## src/rtl/hilo_md_ctrl.sv

```systemverilog
// HI/LO multiply/divide sequencer: iterative 32-step shift-add multiplier and restoring divider.
// Optional MD_FAST_MUL_EN: single-cycle multiply in the accept cycle (IDLE -> DONE).
module hilo_md_ctrl #(
  parameter int unsigned ITER = 32
) (
  input  logic        clk,
  input  logic        rst,
  input  logic        op_valid,
  input  logic [2:0]  op,
  input  logic [31:0] rs_val,
  input  logic [31:0] rt_val,
  input  logic        flush,
  output logic        stall_o,
  output logic        busy_o,
  output logic        hi_we,
  output logic [31:0] hi_wdata,
  output logic        lo_we,
  output logic [31:0] lo_wdata
);

  localparam int unsigned W     = 32;
  localparam int unsigned CNT_W = (ITER > 1) ? $clog2(ITER) : 1;

  localparam logic [2:0] OP_MULT  = 3'd1;
  localparam logic [2:0] OP_MULTU = 3'd2;
  localparam logic [2:0] OP_DIV   = 3'd3;
  localparam logic [2:0] OP_DIVU  = 3'd4;
  localparam logic [2:0] OP_MTHI  = 3'd5;
  localparam logic [2:0] OP_MTLO  = 3'd6;

  typedef enum logic [1:0] {IDLE, BUSY, DONE} state_t;

  state_t             state, state_nxt;
  logic [CNT_W-1:0]   cnt;
  logic [2*W-1:0]     acc;
  logic [W-1:0]       b_mag;
  logic [W-1:0]       rs_hold;
  logic               is_div;
  logic               neg_res;
  logic               rem_neg;
  logic               div_zero;

  // Operand decode for the accept cycle
  logic               is_md_op_c, signed_op_c, div_op_c, accept_c;
  logic               rs_neg_c, rt_neg_c;
  logic [W-1:0]       rs_mag_c, rt_mag_c;

  assign signed_op_c = (op == OP_MULT) || (op == OP_DIV);
  assign div_op_c    = (op == OP_DIV) || (op == OP_DIVU);
  assign is_md_op_c  = op_valid && ((op == OP_MULT) || (op == OP_MULTU) || div_op_c);
  assign accept_c    = (state == IDLE) && !flush && is_md_op_c;
  assign rs_neg_c    = signed_op_c && rs_val[W-1];
  assign rt_neg_c    = signed_op_c && rt_val[W-1];
  assign rs_mag_c    = rs_neg_c ? W'(-rs_val) : rs_val;
  assign rt_mag_c    = rt_neg_c ? W'(-rt_val) : rt_val;

  // One radix-2 step of each algorithm; acc holds {upper, lower} halves
  logic [W:0]         mul_sum_c;
  logic [2*W-1:0]     mul_step_c;
  logic               div_ge_c;
  logic [W-1:0]       div_rem_c;
  logic [2*W-1:0]     div_step_c;

  assign mul_sum_c  = {1'b0, acc[2*W-1:W]} + {1'b0, (acc[0] ? b_mag : {W{1'b0}})};
  assign mul_step_c = {mul_sum_c, acc[W-1:1]};
  assign div_ge_c   = acc[2*W-1:W-1] >= {1'b0, b_mag};
  assign div_rem_c  = W'(acc[2*W-1:W-1] - {1'b0, b_mag});
  assign div_step_c = div_ge_c ? {div_rem_c, acc[W-2:0], 1'b1} : {acc[2*W-2:0], 1'b0};

  // Final sign fix-up and divide-by-zero override
  logic [2*W-1:0]     prod_c;
  logic [W-1:0]       quot_c, rem_c, res_hi_c, res_lo_c;

  assign prod_c = neg_res ? (2*W)'(-acc) : acc;
  assign quot_c = neg_res ? W'(-acc[W-1:0]) : acc[W-1:0];
  assign rem_c  = rem_neg ? W'(-acc[2*W-1:W]) : acc[2*W-1:W];

  always_comb begin
    res_hi_c = prod_c[2*W-1:W];
    res_lo_c = prod_c[W-1:0];
    if (is_div) begin
      res_hi_c = div_zero ? rs_hold : rem_c;
      res_lo_c = div_zero ? {W{1'b1}} : quot_c;
    end
  end

  always_ff @(posedge clk) begin
    if (rst) state <= IDLE;
    else     state <= state_nxt;
  end

  // Next state and combinational handshake/write outputs
  always_comb begin
    state_nxt = state;
    stall_o   = 1'b0;
    busy_o    = 1'b0;
    hi_we     = 1'b0;
    lo_we     = 1'b0;
    hi_wdata  = '0;
    lo_wdata  = '0;
    if (rst) begin
      state_nxt = IDLE;
    end else begin
      busy_o = (state != IDLE);
      if (flush) begin
        state_nxt = IDLE;
      end else begin
        case (state)
          IDLE: begin
            if (op_valid) begin
              case (op)
                OP_MTHI: begin
                  hi_we    = 1'b1;
                  hi_wdata = rs_val;
                end
                OP_MTLO: begin
                  lo_we    = 1'b1;
                  lo_wdata = rs_val;
                end
                OP_MULT, OP_MULTU: begin
                  stall_o = 1'b1;
`ifdef MD_FAST_MUL_EN
                  state_nxt = DONE;
`else
                  state_nxt = BUSY;
`endif
                end
                OP_DIV, OP_DIVU: begin
                  stall_o   = 1'b1;
                  state_nxt = BUSY;
                end
                default: ;
              endcase
            end
          end
          BUSY: begin
            stall_o = 1'b1;
            if (cnt == CNT_W'(ITER - 1)) state_nxt = DONE;
          end
          DONE: begin
            hi_we     = 1'b1;
            lo_we     = 1'b1;
            hi_wdata  = res_hi_c;
            lo_wdata  = res_lo_c;
            state_nxt = IDLE;
          end
          default: state_nxt = IDLE;
        endcase
      end
    end
  end

  // Operand latch, iteration counter and accumulator
  always_ff @(posedge clk) begin
    if (rst) begin
      cnt      <= '0;
      acc      <= '0;
      b_mag    <= '0;
      rs_hold  <= '0;
      is_div   <= 1'b0;
      neg_res  <= 1'b0;
      rem_neg  <= 1'b0;
      div_zero <= 1'b0;
    end else if (flush) begin
      cnt <= '0;
    end else begin
      case (state)
        IDLE: begin
          if (accept_c) begin
            cnt      <= '0;
            is_div   <= div_op_c;
            neg_res  <= rs_neg_c ^ rt_neg_c;
            rem_neg  <= rs_neg_c;
            div_zero <= div_op_c && (rt_val == '0);
            rs_hold  <= rs_val;
            b_mag    <= rt_mag_c;
            acc      <= {{W{1'b0}}, rs_mag_c};
`ifdef MD_FAST_MUL_EN
            if (!div_op_c) acc <= (2*W)'(rs_mag_c) * (2*W)'(rt_mag_c);
`endif
          end
        end
        BUSY: begin
          cnt <= CNT_W'(cnt + 1'b1);
          acc <= is_div ? div_step_c : mul_step_c;
        end
        DONE:    cnt <= '0;
        default: cnt <= '0;
      endcase
    end
  end

endmodule

```

## config.mk

```make
export PLATFORM = sky130hd
export DESIGN_NAME = hilo_md_ctrl
export DESIGN_NICKNAME = d
export VERILOG_FILES = /design/src/rtl/hilo_md_ctrl.sv
export SDC_FILE = /design/constraint.sdc
export NUM_CORES = 1
export LEC_CHECK = 0
export BUFFER_PORTS_ARGS = -buffer_cell sky130_fd_sc_hd__buf_2
export CAP_MARGIN = 20
export CORE_MARGIN = 10
export CORE_UTILIZATION = 50
export DETAILED_ROUTE_END_ITERATION = 12
export PLACE_DENSITY = 0.78
export SETUP_SLACK_MARGIN = 0.2
export SLEW_MARGIN = 20
export SYNTH_ARGS = -nofsm -noshare
export SYNTH_HDL_FRONTEND = slang
export SYNTH_SLANG_ARGS = --single-unit
```

## constraint.sdc

```tcl
create_clock -name clk -period 7.1 [get_ports clk]
set_input_delay 1.42 -clock clk [delete_from_list [all_inputs] [get_ports clk]]
set_output_delay 1.42 -clock clk [all_outputs]
set_load 0.02 [all_outputs]
```

# Word level (Yosys, flattened, before mapping)
# Index checks and enable logic that the tools add are counted.
[word_totals]
reg_bits = 139
latchBits = 0
mem_bits_rw = 0
romBits = 0
output_inout_bits = 68
elab_cells = 99
mem_count = 0
[classes]
n_addsub = 8
n_mul = 0
div = 0
order_cmp = 1
eq_ne = 13
shift = 0
muxes = 46
n_bitwise = 2
reduce_logical = 20
[op_table]
columns = ["cell", "n"]
rows = [
  ["32-bit 2-to-1 mux", 17],
  ["64-bit 2-to-1 mux", 4],
  ["32-bit negator", 4],
  ["32-bit case mux with 2 select lines", 2],
  ["64-bit case mux with 2 select lines", 1],
  ["64-bit negator", 1],
  ["32-bit by 32-bit adder with 33-bit output", 1],
  ["33-bit by 32-bit greater-or-equal comparator with 1-bit output", 1],
  ["32-bit logical NOT", 1],
  ["32-bit subtractor", 1],
  ["1-bit 2-to-1 mux", 13],
  ["5-bit case mux with 2 select lines", 1],
  ["3-bit equality test, second input constant", 3],
  ["3-bit AND reduction", 3],
  ["2-bit inequality test, second input constant", 4],
  ["3-bit by 2-bit equality test with 1-bit output, second input constant", 2],
  ["1-bit logical AND", 6],
  ["2-bit 2-to-1 mux", 3],
  ["1-bit case mux with 2 select lines", 3],
  ["5-bit by 1-bit adder with 5-bit output, second input constant", 1],
  ["5-bit equality test, second input constant", 1],
  ["5-bit 2-to-1 mux", 1],
  ["1-bit logical OR", 4],
  ["2-bit case mux with 2 select lines", 1],
  ["other kinds (10)", 11],
]

# Depth between registers and ports, before layout
[depth]
word_depth = 7
depth_mapped = 14
mapped_depth_nobuf = 13

# Least setup slack after synthesis
# Ideal clock, no wire load.
[synth_path]
kind = "register to output"
from = "register acc[0]"
to = "output port hi_wdata[18]"
arrival_time_ps = 3552
t_required_ps = 5680
path_slack_ps = 2128
stages_incl_launch_ff = 12
path_buffers = 2
cell_sequence = "dfxtp_1 clkinv_1 clkbuf_1 ha_1 or4b_2 or3_1 clkbuf_1 nor4_1 nand3_1 o41ai_1 xor2_1 o21ai_0"
[synth_between]
elab_chain_len = 6
[synth_lines]
columns = ["element", "line", "source"]
rows = [
  ["start: declaration", "35", "logic [2*W-1:0] acc;"],
  ["start signal: assignment", "177", "acc <= {{W{1'b0}}, rs_mag_c};"],
  ["start signal: assignment", "185", "acc <= is_div ? div_step_c : mul_step_c;"],
  ["64-bit negator", "74", "assign prod_c = neg_res ? (2*W)'(-acc) : acc;"],
  ["64-bit 2-to-1 mux", "74", ""],
  ["32-bit 2-to-1 mux", "81", "if (is_div) begin"],
  ["32-bit case mux with 2 select lines", "108", "case (state)"],
  ["32-bit 2-to-1 mux", "105", "if (flush) begin"],
  ["32-bit 2-to-1 mux", "101", "if (rst) begin"],
  ["end: declaration", "16", "output logic [31:0] hi_wdata,"],
]
# No other way between the ends.

# Worst setup path in the final report
[layout_path]
from = "register acc[10]"
to = "output port hi_wdata[25]"
# The elaborated chain is that of the path after synthesis.

==> load_flow_metrics.sql <==
INSERT INTO impl_metrics (metric_group, metric, value, unit) VALUES
('sta', 'unrepaired_setup_endpoints_after_global_routing', 'false', ''),
('setup_path', 'critPathRequiredTime', '5.68', 'ns'),
('global_routing', 'first_pass_grt_wire_length', '82.8', 'mm'),
('detailed_routing', 'post_route_drc', '0', ''),
('floorplan', 'design.portCount', '139', ''),
('detailed_routing', 'firstDrtPassIters', '8', ''),
('clock_network', 'cts.sink_count', '139', ''),
('detailed_routing', 'route.final.wire_length', '52.9', 'mm'),
('yosys', 'number_of_warnings_printed_during_yosys_synthesis', '0', ''),
('placed_design', 'place_hpwl', '39.5', 'mm'),
('clock_network', 'cts_tree', 'yes', ''),
('placed_design', 'io_buffers', '138', ''),
('clock_network', 'cts.repair_timing.setup_buffer_count', '0', ''),
('sta', 'fin_crit', '5.64', 'ns'),
('sta', 'fin_setup_tns', '0', 'ns'),
('job', 'timing.max_cap.violations', '0', ''),
('power', 'power.leakage', '6.46', 'nW'),
('yosys', 'synth_flop_cell', 'dfxtp_1', ''),
('setup_path', 'critical_path_class', 'register to primary output', ''),
('setup_path', 'rrSetupSlack', '3.00', 'ns'),
('layout', 'layout-drive-gt1-share', '0.108', ''),
('yosys', 'ys_ff_latch', '139', ''),
('clock_network', 'cts_buffers', '17', ''),
('setup_path', 'critPathLaunchType', 'register', ''),
('setup_path', 'timing.critical_path.cells', 'or4_1, nor4_1, nand4_2, or3_1, o41ai_2, nand2_1, xnor2_1, o22ai_1, buf_2', ''),
('sta', 'worst_clock_skew', '0.0122', 'ns'),
('sta', 'finalHoldViolations', '0', ''),
('outcome', 'status', 'finished clean', ''),
('clock_network', 'worst_setup_hold_path_clk_slew', '0.07', 'ns'),
('power', 'cell_area_power_density', '158', 'nW/um^2'),
('sta', 'setup_viol', '0', ''),
('global_routing', 'gr_util_all_layers', '0.284', ''),
('floorplan', 'core_region_area', '28000', 'um^2'),
('setup_path', 'worst-path-max-fanout', '8', ''),
('floorplan', 'rows', '61', ''),
('sta', 'max_clock_freq', '177', 'MHz'),
('placed_design', 'globalplace.congestion', '0.995', ''),
('worst_hold_path', 'timing.hold.worst_path_depth', '2', ''),
('global_routing', 'grt_antenna_before_repair', '1', ''),
('sta', 'worst_slew_pin_slew', '1.01', 'ns'),
('global_routing', 'pin_count_of_the_biggest_net_entering_global_routing', '84', ''),
('layout', 'layout.filler_cells', '2757', ''),
('clock_network', 'worst_skew_pair.late_latency', '0.44', 'ns'),
('setup_path', 'r2r_cells', '11', ''),
('layout', 'antenna_cells', '0', ''),
('layout', 'postLayoutCoreUtil', '0.561', ''),
('worst_hold_path', 'hold_path.startpoint', 'rs_hold[16]', ''),
('yosys', 'synth-seq-area-share', '0.195', ''),
('layout', 'area_delta_synth_final', '9.81', '%'),
('detailed_routing', 'drt_first_iter_violations', '1667', ''),
('power', 'post-layout-total-power', '2.48', 'mW'),
('yosys', 'count_of_unique_library_cells_instantiated_by_yosys', '71', ''),
('floorplan', 'die_h', '189', 'um'),
('setup_path', 'critical_path_arrival', '4.22', 'ns'),
('yosys', 'synth-async-reset-ratio', '0', ''),
('clock_network', 'cts.hold.buffers_added', '0', ''),
('floorplan', 'die-area', '35800', 'um^2'),
('setup_path', 'max_stage_delay', '0.63', 'ns'),
('detailed_routing', 'antenna_left', '0', ''),
('yosys', 'average_size_of_a_mapped_cell', '6.86', 'um^2'),
('clock_network', 'clockBufferDepth', '2', ''),
('sta', 'max_transition_margin', '0.324', ''),
('sta', 'number_of_slew_limit_violations_in_the_final_report', '0', ''),
('clock_network', 'cts-resized-gates', '0', ''),
('clock_network', 'htree_num_levels', '4', ''),
('layout', 'finish.net_count', '2239', ''),
('detailed_routing', 'vias', '15800', ''),
('power', 'irDropWorstVdd', '125', 'uV'),
('yosys', 'synth_cells', '2085', ''),
('setup_path', 'crit-reg2reg-capture', 'acc[63]', ''),
('clock_network', 'root_buffer', 'clkbuf_16', '');
## logic make-up (layout without fill, tap and decap cells)
group,after synthesis,count (layout),synth area share
AOI/OAI and AO/OA,685,685,0.299
adders and majority gates,72,72,0.0640
buffers and inverters,237,261,0.0624
DFF,139,139,0.195
and+or+nand+nor,711,711,0.228
xor gates and xnor gates,192,192,0.118
muxes,49,49,0.0344
## state kept, by name (all words and copies together) (netlist names)
register and flops:
rs_hold 32, b_mag 32, cnt 5, neg_res 1, div_zero 1, acc 64, is_div 1, state 2
rem_neg 1
## routing by layer
layer  global-route usage  up-vias  part of all wire
met5                    0        -           0.00028
met4                0.161        2             0.053
met3               0.0448      160             0.081
met2                0.462      815              0.46
met1                0.351     7387              0.41
li1                     -     7484                 -
## synthesized netlist by cell type, types with 33 or more instances
master / instances / area (um^2)
nor2_1: 276 / 1040
a21oi_1: 242 / 1210
nand2_1: 207 / 777
clkbuf_1: 164 / 616
o21ai_0: 146 / 731
dfxtp_1: 139 / 2780
xor2_1: 114 / 998
xnor2_1: 78 / 683
ha_1: 70 / 876
a211oi_1: 65 / 488
inv_1: 63 / 236
mux2i_1: 48 / 480
a22oi_1: 38 / 285
nand3_1: 35 / 175
nor3_1: 35 / 175
a21o_1: 33 / 248
## final cells by class
| class | instances | area (um^2) | share of cell area |
|---|---|---|---|
| multi-input combinational | 1709 | 10700 | 0.680 |
| tap | 378 | 473 | 0.0301 |
| sequential | 139 | 2790 | 0.177 |
| clock inverter | 14 | 186 | 0.0119 |
| inverter | 64 | 240 | 0.0153 |
| timing repair buffer | 165 | 896 | 0.0570 |
| clock buffer | 18 | 439 | 0.0280 |
## critical path, delay by kind of cell, from the launching register on
kind	cells	cell delay, ns
xor+xnor	1	0.17
simple gates	5	2.27
buf+inv	1	0.22
flops	1	0.39
compound gates	2	0.72
## power breakdown
group,internal [mW],switching [mW]
sequential,0.813,0.0364
combinational,0.229,0.418
clock,0.570,0.409
total,1.61,0.863
## worst max path at each step
stage	start	to	slack, ns	cells past startpoint
after floorplan	acc[0]	hi_wdata[18]	2.13	11
after global placement	rst	hi_wdata[10]	1.73	9
after detailed placement	rst	hi_wdata[10]	1.60	9
after CTS	acc[0]	hi_wdata[22]	1.55	11
after global routing	acc[33]	hi_wdata[18]	1.26	12
final	acc[10]	hi_wdata[25]	1.46	9
## per-stage QoR
stage | hold slack (ns) | setup slack (ns) | instance area [um^2] | cells
2_1_floorplan | 0.432 | 2.13 | 14300 | 2085
3_3_place_gp | 0.442 | 1.73 | 15100 | 2455
3_5_place_dp | 0.447 | 1.60 | 15100 | 2455
4_1_cts | 0.455 | 1.55 | 15700 | 2487
5_1_grt | 0.478 | 1.26 | 15700 | 2487
6_report | 0.456 | 1.46 | 15700 | 2487
Note: power is estimated with default switching activity, not from simulation.
